===== src/rtl/fetch_sequencer_pkg.sv =====
// Shared types and constants for the fetch front end: state enum, width defaults, branch targets.
// Latency: n/a (declarations only).
// Backpressure: n/a.
package fetch_pkg;

  typedef enum logic [1:0] {
    IDLE = 2'd0,
    RUN  = 2'd1,
    DONE = 2'd2
  } fetch_state_t;

  localparam int PC_W_DEF  = 10;
  localparam int LUT_W_DEF = 5;
  localparam int LUT_DEPTH = 1 << LUT_W_DEF;

  // Program-specific absolute branch targets, indexed by the instruction's LUT field.
  // Edit this table together with the program image it belongs to.
  localparam logic [PC_W_DEF-1:0] BRANCH_LUT [LUT_DEPTH] = '{
    10'h000, 10'h010, 10'h3FF, 10'h040, 10'h020, 10'h005, 10'h100, 10'h1A3,
    10'h2F0, 10'h0FF, 10'h3FE, 10'h080, 10'h055, 10'h2AA, 10'h123, 10'h321,
    10'h200, 10'h00C, 10'h3C0, 10'h0F0, 10'h111, 10'h222, 10'h333, 10'h044,
    10'h188, 10'h2CC, 10'h07F, 10'h300, 10'h1FF, 10'h3FD, 10'h0AB, 10'h155
  };

endpackage


===== src/rtl/fetch_sequencer_if.sv =====
// Handshake and fetch bus between the top level and the fetch sequencer.
// Latency: n/a (wires only); optional perf counters appear when FETCH_PERF_CNT_EN is defined.
// Backpressure: stall holds the PC; no other flow control on this bus.
interface fetch_sequencer_if
  import fetch_pkg::*;
#(
  parameter int PC_W  = PC_W_DEF,
  parameter int LUT_W = LUT_W_DEF
);

  logic             start;
  logic             stall;
  logic             Branch;
  logic             taken;
  logic [LUT_W-1:0] lut_idx;
  logic             halt_req;
  logic [PC_W-1:0]  instr_addr;
  logic             fetch_valid;
  logic             busy;
  logic             done;
`ifdef FETCH_PERF_CNT_EN
  logic [31:0]      cycle_cnt;
  logic [15:0]      branch_cnt;
`endif

  // Control side: drives start and the per-instruction decode/ALU flags.
  modport master (
    output start, stall, Branch, taken, lut_idx, halt_req,
    input  instr_addr, fetch_valid, busy, done
`ifdef FETCH_PERF_CNT_EN
    , input cycle_cnt, branch_cnt
`endif
  );

  // Sequencer side: owns the PC and status outputs.
  modport slave (
    input  start, stall, Branch, taken, lut_idx, halt_req,
    output instr_addr, fetch_valid, busy, done
`ifdef FETCH_PERF_CNT_EN
    , output cycle_cnt, branch_cnt
`endif
  );

endinterface


===== src/rtl/fetch_sequencer_branch_lut.sv =====
// Branch target lookup: maps the instruction LUT index to an absolute PC.
// Latency: purely combinational, zero cycles.
// Backpressure: none.
module branch_lut
  import fetch_pkg::*;
#(
  parameter int PC_W  = PC_W_DEF,
  parameter int LUT_W = LUT_W_DEF
) (
  input  logic [LUT_W-1:0] lut_idx,
  output logic [PC_W-1:0]  target
);

  // Table read; target is used unmodified by the sequencer.
  always_comb begin
    target = PC_W'(BRANCH_LUT[lut_idx]);
  end

endmodule


===== src/rtl/fetch_sequencer.sv =====
// Program counter owner: IDLE/RUN/DONE sequencing, branch redirect, end-of-memory stop (perf counters under FETCH_PERF_CNT_EN).
// Latency: next PC registered one cycle after the deciding inputs; fetch_valid rises the cycle after start.
// Backpressure: stall holds the PC in RUN; start is ignored while running.
module fetch_sequencer
  import fetch_pkg::*;
#(
  parameter int          PC_W       = PC_W_DEF,
  parameter int          LUT_W      = LUT_W_DEF,
  parameter int unsigned START_ADDR = 0
) (
  input logic              clk,
  input logic              reset,
  fetch_sequencer_if.slave bus
);

  localparam logic [PC_W-1:0] PC_LAST  = '1;
  localparam logic [PC_W-1:0] PC_START = PC_W'(START_ADDR);

  fetch_state_t    state_q, state_d;
  logic [PC_W-1:0] pc_q, pc_d;
  logic [PC_W-1:0] br_target;
  logic            br_taken;
  logic            start_run;

  branch_lut #(.PC_W(PC_W), .LUT_W(LUT_W)) u_branch_lut (
    .lut_idx (bus.lut_idx),
    .target  (br_target)
  );

  // Next state / next PC: halt beats stall beats taken branch beats fall-through.
  always_comb begin
    state_d   = state_q;
    pc_d      = pc_q;
    br_taken  = 1'b0;
    start_run = 1'b0;
    case (state_q)
      IDLE, DONE: begin
        if (bus.start) begin
          state_d   = RUN;
          pc_d      = PC_START;
          start_run = 1'b1;
        end
      end
      RUN: begin
        if (bus.halt_req) begin
          state_d = DONE;
        end else if (bus.stall) begin
          pc_d = pc_q;
        end else if (bus.Branch && bus.taken) begin
          pc_d     = br_target;
          br_taken = 1'b1;
        end else if (pc_q == PC_LAST) begin
          // Falling off the end of memory stops rather than wrapping to 0.
          state_d = DONE;
        end else begin
          pc_d = pc_q + PC_W'(1);
        end
      end
      default: begin
        state_d = IDLE;
        pc_d    = '0;
      end
    endcase
  end

  // State and PC registers with synchronous reset.
  always_ff @(posedge clk) begin
    if (reset) begin
      state_q <= IDLE;
      pc_q    <= '0;
    end else begin
      state_q <= state_d;
      pc_q    <= pc_d;
    end
  end

  assign bus.instr_addr  = pc_q;
  assign bus.fetch_valid = (state_q == RUN);
  assign bus.busy        = (state_q == RUN);
  assign bus.done        = (state_q == DONE);

`ifdef FETCH_PERF_CNT_EN
  logic [31:0] cycle_cnt_q, cycle_cnt_d;
  logic [15:0] branch_cnt_q, branch_cnt_d;

  // Saturating counters; cleared on the start that enters RUN, frozen outside RUN.
  always_comb begin
    cycle_cnt_d  = cycle_cnt_q;
    branch_cnt_d = branch_cnt_q;
    if (start_run) begin
      cycle_cnt_d  = '0;
      branch_cnt_d = '0;
    end else if (state_q == RUN) begin
      if (cycle_cnt_q != '1) begin
        cycle_cnt_d = cycle_cnt_q + 32'd1;
      end
      if (br_taken && (branch_cnt_q != '1)) begin
        branch_cnt_d = branch_cnt_q + 16'd1;
      end
    end
  end

  // Counter registers with synchronous reset.
  always_ff @(posedge clk) begin
    if (reset) begin
      cycle_cnt_q  <= '0;
      branch_cnt_q <= '0;
    end else begin
      cycle_cnt_q  <= cycle_cnt_d;
      branch_cnt_q <= branch_cnt_d;
    end
  end

  assign bus.cycle_cnt  = cycle_cnt_q;
  assign bus.branch_cnt = branch_cnt_q;
`else
  // start_run only feeds the perf counters; keep it referenced in the lean build.
  logic unused_start_run;
  assign unused_start_run = start_run;
`endif

endmodule

===== src/flat_wrapper.sv =====
// flat-port wrapper written by rule: the top's interface ports become plain ports
module fetch_sequencer_flat import fetch_pkg::*;
#(
  parameter int          PC_W       = PC_W_DEF,
  parameter int          LUT_W      = LUT_W_DEF,
  parameter int unsigned START_ADDR = 0
)
  (clk, reset, bus_start, bus_stall, bus_Branch, bus_taken, bus_lut_idx, bus_halt_req, bus_instr_addr, bus_fetch_valid, bus_busy, bus_done);
  fetch_sequencer_if #(.PC_W(PC_W), .LUT_W(LUT_W)) bus_i ();
  input logic clk;
  input logic reset;
  input wire logic [$bits(bus_i.start)-1:0] bus_start;
  input wire logic [$bits(bus_i.stall)-1:0] bus_stall;
  input wire logic [$bits(bus_i.Branch)-1:0] bus_Branch;
  input wire logic [$bits(bus_i.taken)-1:0] bus_taken;
  input wire logic [$bits(bus_i.lut_idx)-1:0] bus_lut_idx;
  input wire logic [$bits(bus_i.halt_req)-1:0] bus_halt_req;
  output wire logic [$bits(bus_i.instr_addr)-1:0] bus_instr_addr;
  output wire logic [$bits(bus_i.fetch_valid)-1:0] bus_fetch_valid;
  output wire logic [$bits(bus_i.busy)-1:0] bus_busy;
  output wire logic [$bits(bus_i.done)-1:0] bus_done;
  assign bus_i.start = bus_start;
  assign bus_i.stall = bus_stall;
  assign bus_i.Branch = bus_Branch;
  assign bus_i.taken = bus_taken;
  assign bus_i.lut_idx = bus_lut_idx;
  assign bus_i.halt_req = bus_halt_req;
  assign bus_instr_addr = bus_i.instr_addr;
  assign bus_fetch_valid = bus_i.fetch_valid;
  assign bus_busy = bus_i.busy;
  assign bus_done = bus_i.done;
  fetch_sequencer #(.PC_W(PC_W), .LUT_W(LUT_W), .START_ADDR(START_ADDR)) u_core (.clk(clk), .reset(reset), .bus(bus_i));
endmodule

===== config.mk =====
export PLATFORM = sky130hd
export DESIGN_NAME = fetch_sequencer_flat
export DESIGN_NICKNAME = d
export VERILOG_FILES = /design/src/rtl/fetch_sequencer_pkg.sv /design/src/rtl/fetch_sequencer_if.sv /design/src/rtl/fetch_sequencer_branch_lut.sv /design/src/rtl/fetch_sequencer.sv /design/src/flat_wrapper.sv
export SDC_FILE = /design/constraint.sdc
export NUM_CORES = 1
export LEC_CHECK = 0
export BUFFER_PORTS_ARGS = -buffer_cell sky130_fd_sc_hd__buf_2
export CAP_MARGIN = 40
export CORE_ASPECT_RATIO = 1.2
export CORE_MARGIN = 2
export CORE_UTILIZATION = 45
export CTS_CLUSTER_SIZE = 14
export DETAILED_ROUTE_END_ITERATION = 16
export GPL_TIMING_DRIVEN = 0
export PLACE_DENSITY = 0.74
export RECOVER_POWER = 100
export SLEW_MARGIN = 40
export SYNTH_ARGS = -nofsm -noshare
export SYNTH_HDL_FRONTEND = slang
export SYNTH_SLANG_ARGS = --single-unit

===== constraint.sdc =====
create_clock -name clk -period 3.27 [get_ports clk]
set_input_delay 0.654 -clock clk [delete_from_list [all_inputs] [get_ports clk]]
set_output_delay 0.654 -clock clk [all_outputs]
set_load 0.01 [all_outputs]

==> Word level (Yosys, flattened, before mapping) <==
Memory sizes are Yosys's and may differ from the RTL's.
Cells that the tools add are included.
{ "classes": {"add_sub_neg": 1, "n_lt_le_gt_ge": 1, "n_eq_ne": 10, "muxes": 14, "bitwise_logic": 1, "reduce_logical": 5} }
{ "ops": {"columns": ["cell", "count"], "rows": [
  ["$mux 10", 7],
  ["$pmux 10 s2", 1],
  ["$add 10x1->10 const B", 1],
  ["$eq 10x10->1 const B", 1],
  ["$mux 2", 5],
  ["$reduce_and 4->1", 2],
  ["$ge 6x6->1 const B", 1],
  ["$ne 2x2->1 const B", 3],
  ["$ne 3x2->1 const B", 2],
  ["$ne 3x3->1 const B", 2],
  ["$not 5->6", 1],
  ["$pmux 2 s2", 1],
  ["$eq 2x1->1 const B", 1],
  ["$eq 2x2->1 const B", 1],
  ["$logic_not 2->1", 1],
  ["$reduce_or 2->1", 1],
  ["$logic_and 1x1->1", 1]
]} }
{ "totals": {"register_bits": 12, "romBits": 320, "out_inout_bits": 13, "memories": 1} }
{ "mem_list": {"columns": ["memory", "words", "width", "read_ports", "rd_clocked_by_memory_dff", "wr", "line_no", "text"], "rows": [
  ["(name not given)", 32, 10, 1, 0, 0, "fetch_sequencer_branch_lut.sv:16", "target = PC_W'(BRANCH_LUT[lut_idx]);"]
]} }

==> Depth between registers and ports, before layout <==
{ "depth": {"depth_word": 8, "depth_mapped": 7, "ltp_nobuf": 7} }

==> Modules after synthesis <==
Synthesis repeated with hierarchy kept, for this count alone.
{ "hier_totals": {"cells_unflattened": 211, "hier_area_um2": 1556.5} }
{ "modules_own_cells": {"columns": ["module", "n_inst", "cells_each", "area_each_um2", "seq_area_each_um2"], "rows": [
  ["fetch_sequencer", 1, 110, 882.1, 240.2],
  ["branch_lut", 1, 101, 674.4, 0.0]
]} }

==> Worst setup path before layout <==
No wires, ideal clock.
{ "synth_timing": {"path_type": "input to register", "from": "input port bus_lut_idx[0]", "to": "register u_core.pc_q[5] (netlist: u_core.bus.instr_addr[5])", "setup_time_ps": 118, "t_arrival_ps": 1996, "required_time_ps": 3152, "setup_slack_ps": 1156, "stages": 7, "path_buffers": 0, "cell_sequence": "inv_1 > ha_1 > and2b_1 > nor2_1 > mux4_2 > a21oi_1 > o2bb2ai_1"} }
{ "synth_via": {"elab_chain_len": 8} }
{ "synth_rtl": {"columns": ["element", "line_no", "text"], "rows": [
  ["from (decl)", "flat_wrapper.sv:16", "input wire logic [$bits(bus_i.lut_idx)-1:0] bus_lut_idx;"],
  ["$not 5->6 (not written as such)", "fetch_sequencer_branch_lut.sv:16", null],
  ["$mem_v2 32x10", null, null],
  ["$mux 10 (not written as such) (2 in a row)", "fetch_sequencer_branch_lut.sv:16", null],
  ["$mux 10", "fetch_sequencer.sv:49", "end else if (bus.Branch && bus.taken) begin"],
  ["$mux 10", "fetch_sequencer.sv:47", "end else if (bus.stall) begin"],
  ["$mux 10", "fetch_sequencer.sv:45", "if (bus.halt_req) begin"],
  ["$pmux 10 s2", "fetch_sequencer.sv:36", "case (state_q)"],
  ["to (signal assigned)", "fetch_sequencer.sv:73", "pc_q <= pc_d;"],
  ["to (decl)", "fetch_sequencer.sv:20", "logic [PC_W-1:0] pc_q, pc_d;"]
]} }
Every way passes these cells. The select of a mux whose other input is x is not followed.
A chain may end at the register's enable or synchronous reset.

==> Worst setup path in the final report <==
Ends and elaborated chain as after synthesis.

==> metrics.md <==
| Metric | Value |
|---|---|
| GRT Overall Usage | `21.9%` |
| Final slew viol count | `0` |
| Post-synthesis compound-gate area fraction | `30.6%` |
| Post-route worst setup slack | `0.859 ns` |
| Post-synthesis mux area share | `5.33%` |
| Synth warn | `0` |
| Post-route minimum period | `2.41 ns` |
| Ant diodes | `0` |
| Headroom to the max-slew limit | `71.3%` |
| Worst-Margin Slew | `0.425 ns` |
| Crit path arrival time | `2.58 ns` |
| Synth Cell Area | `1410 sq um` |
| Crit share post-route | `73.7%` |
| Ys flop type | `dfxtp_1` |
| Post_cts resized | `0` |
| Final Cell Area | `1550 sq um` |
| Unrepaired setup endpoints after global routing | `no` |
| Hold Crit Class | `register to register` |
| Buffer depth of the longest clock path | `2` |
| Fill count | `329` |
| Post-synthesis xor/xnor area fraction | `1.24%` |
| Layout Skew | `0.00659 ns` |
| Peak VDD IR | `187 uV` |
| CTS tree | `yes` |
| Non-Filler Instances | `244` |
| Adder-Cell Fraction of Synth Area | `8.70%` |
| Vias | `1,497` |
| WL final | `3510 um` |
| Final setup fails | `0` |
| Post-synth cell types | `62` |
| Share of cells above drive strength 1 | `15.9%` |
| Residual DRC | `0` |
| Die width | `55.1 um` |
| Row cnt | `22` |
| DR vias/cell | `6.14` |
| Mean routed wirelength per cell | `14.4 um` |
| Core region area | `3030 sq um` |
| Total clock sinks | `12` |
| Antenna violations before repair | `0` |
| Pwr dens | `251 nW/um^2` |
| Post-CTS Setup Inserts | `0` |
| Fmax | `415 MHz` |
| Cell Chain, Critical Path | `clkbuf_1 -> inv_1 -> ha_1 -> and2b_1 -> nor2_1 -> mux4_2 -> a21oi_1 -> o2bb2ai_1` |
| IO Count | `25` |
| Antenna viol nets, final | `0` |
| Initial Util | `46.5%` |
| Number of global-route vias before repair | `1,371` |
| CTS Buf Count | `3` |
| Slowest-stage cell, CP | `mux4_2` |
| Pin count of the biggest net entering global routing | `11` |
| Clk Latency, worst-skew pair | `0.28 ns` |
| Initial DRC count | `40` |
| Post-Syn Instances | `182` |
| MaxCap Viol Count | `0` |
| # H-tree levels | `1` |
| Die ar. | `3600 sq um` |
| Crit Path Class | `input port to register` |
| HPWL after detailed placement | `2750 um` |
| Register area share after synthesis | `17.1%` |
| Largest family of logic cells by synthesized area | `compound AO/OA/AOI/OAI gates` |
| Layout Nets | `231` |
| Pleak | `0.605 nW` |
| Ys async rst share | `0%` |
| CP Max Fanout | `10` |
| Setup crit end kind | `register` |
| First-pass GRT wire length | `5950 um` |
| Grt ovf | `0` |
| CP peak stage delay | `0.47 ns` |
| Placed Instances | `241` |
| # port buffers | `23` |
| CTS Hold Buffers Added | `0` |
| Worst slack, placed | `0.747 ns` |
| Root buffer cell | `clkbuf_4` |
| Mapped Nets | `203` |
| Required @ worst endpoint | `3.44 ns` |
| Post-synth EDFFs | `0` |
| Pre-antenna DRT Iters | `4` |
| Setup TNS | `0 ns` |
| Area delta synth->final | `9.95%` |
| Startpoint types | `input port` |
| Most frequent cells in the layout | `clkbuf_1 (15), buf_2 (15), a21oi_1 (14), nand2_1 (14), dfxtp_1 (12)` |
| Hold Vio Cnt, Final | `0` |
| Die Y-Extent | `65.3 um` |
| Status | `complete, no violations` |
| Simple-Gate Fraction of Synth Area | `29.2%` |
| GPL Wtd Cong | `0.951` |
| Seq cells post-synth | `12` |
| Worst-path clk slew | `0.07 ns` |
| Avg Inst Size Synth | `7.74 sq um` |
| Area of placed instances | `1570 sq um` |
## logic make-up after synthesis
logic type               Yosys count
XOR/XNOR                           2
flip-flops                        12
AO/OA/AOI/OAI                     61
AND/OR/NAND/NOR                   70
adder cells (fa/ha/maj)           10
multiplexers                       6
buffers and inverters             21
## worst paths after layout
check | start | to | slack, ns | cells after the start
setup / recovery | bus_lut_idx[0] | u_core.bus.instr_addr[5]$_SDFFE_PP0P_ | 0.86 | 8
setup reg to reg | u_core.bus.instr_addr[0]$_SDFFE_PP0P_ | u_core.bus.instr_addr[6]$_SDFFE_PP0P_ | 1.29 | 7
hold / removal | u_core.bus.instr_addr[8]$_SDFFE_PP0P_ | u_core.bus.instr_addr[8]$_SDFFE_PP0P_ | 0.51 | 1
hold reg to reg | u_core.bus.instr_addr[8]$_SDFFE_PP0P_ | u_core.bus.instr_addr[8]$_SDFFE_PP0P_ | 0.51 | 1
## cells in the mapped netlist (all sizes together) (3+ instances only)
master   instances  area (sq um)
a21o             3          23.8
a21oi           14          70.1
a311oi           4          35.0
a31oi            6          37.5
and2             3          18.8
and3             3          18.8
buf             10          68.8
clkbuf           3          11.3
dfxtp           12           240
ha               9           113
inv              7          26.3
mux2i            3          30.0
nand2           15          58.8
nand2b          10          72.6
nand3            4          20.0
nand3b           3          22.5
nor2            11          43.8
nor2b            4          25.0
nor3             5          25.0
o211ai           3          22.5
o21ai           10          50.1
o2bb2ai          4          41.3
o32ai            3          26.3
or3              3          18.8
## flip-flops by register name, summed over array words and instances, names as in the netlist
register / flops
u_core.bus.instr_addr: 10
u_core.state_q: 2
## metrics by stage
step                power [W]  hold WS [ns]  utilization, %
detailed placement   0.000301         0.491            51.8
global route         0.000417         0.539            51.2
finish               0.000389         0.506            51.2
global placement     0.000300         0.489            51.8
CTS                  0.000393         0.505            52.6
floorplan            0.000261         0.496               -
## metal layers
layer,global-route usage [%],vias to the layer above,share of wire (%)
met1,26.2,702,43
met3,2.27,9,3.9
met2,37.4,46,50
li1,-,740,-
met5,0,-,0
met4,10.7,0,2.6
## critical path: cells and delay by family
kind                       cells  cell delay (ns)
buffers and inverters          2             0.53
muxes                          1             0.47
adders and majority gates      1             0.41
and+or+nand+nor                2             0.27
AOI/OAI and AO/OA              2             0.24
## report_power, final
group	switching (W)	total, W	internal (W)
registers	0.00000453	0.000155	0.000150
logic	0.0000811	0.000140	0.0000591
clock network	0.0000518	0.0000946	0.0000428
## cell type report
class / instances / area, sq um / area share (%)
clock buffers: 3 / 22.5 / 1.45
well taps: 36 / 45.0 / 2.91
plain buffers: 13 / 80.1 / 5.17
flip-flops and latches: 12 / 240 / 15.5
inverters: 8 / 31.3 / 2.02
repair buffers: 23 / 100 / 6.46
multi-input cells: 149 / 1030 / 66.5
(Power assumes the default switching activity.)
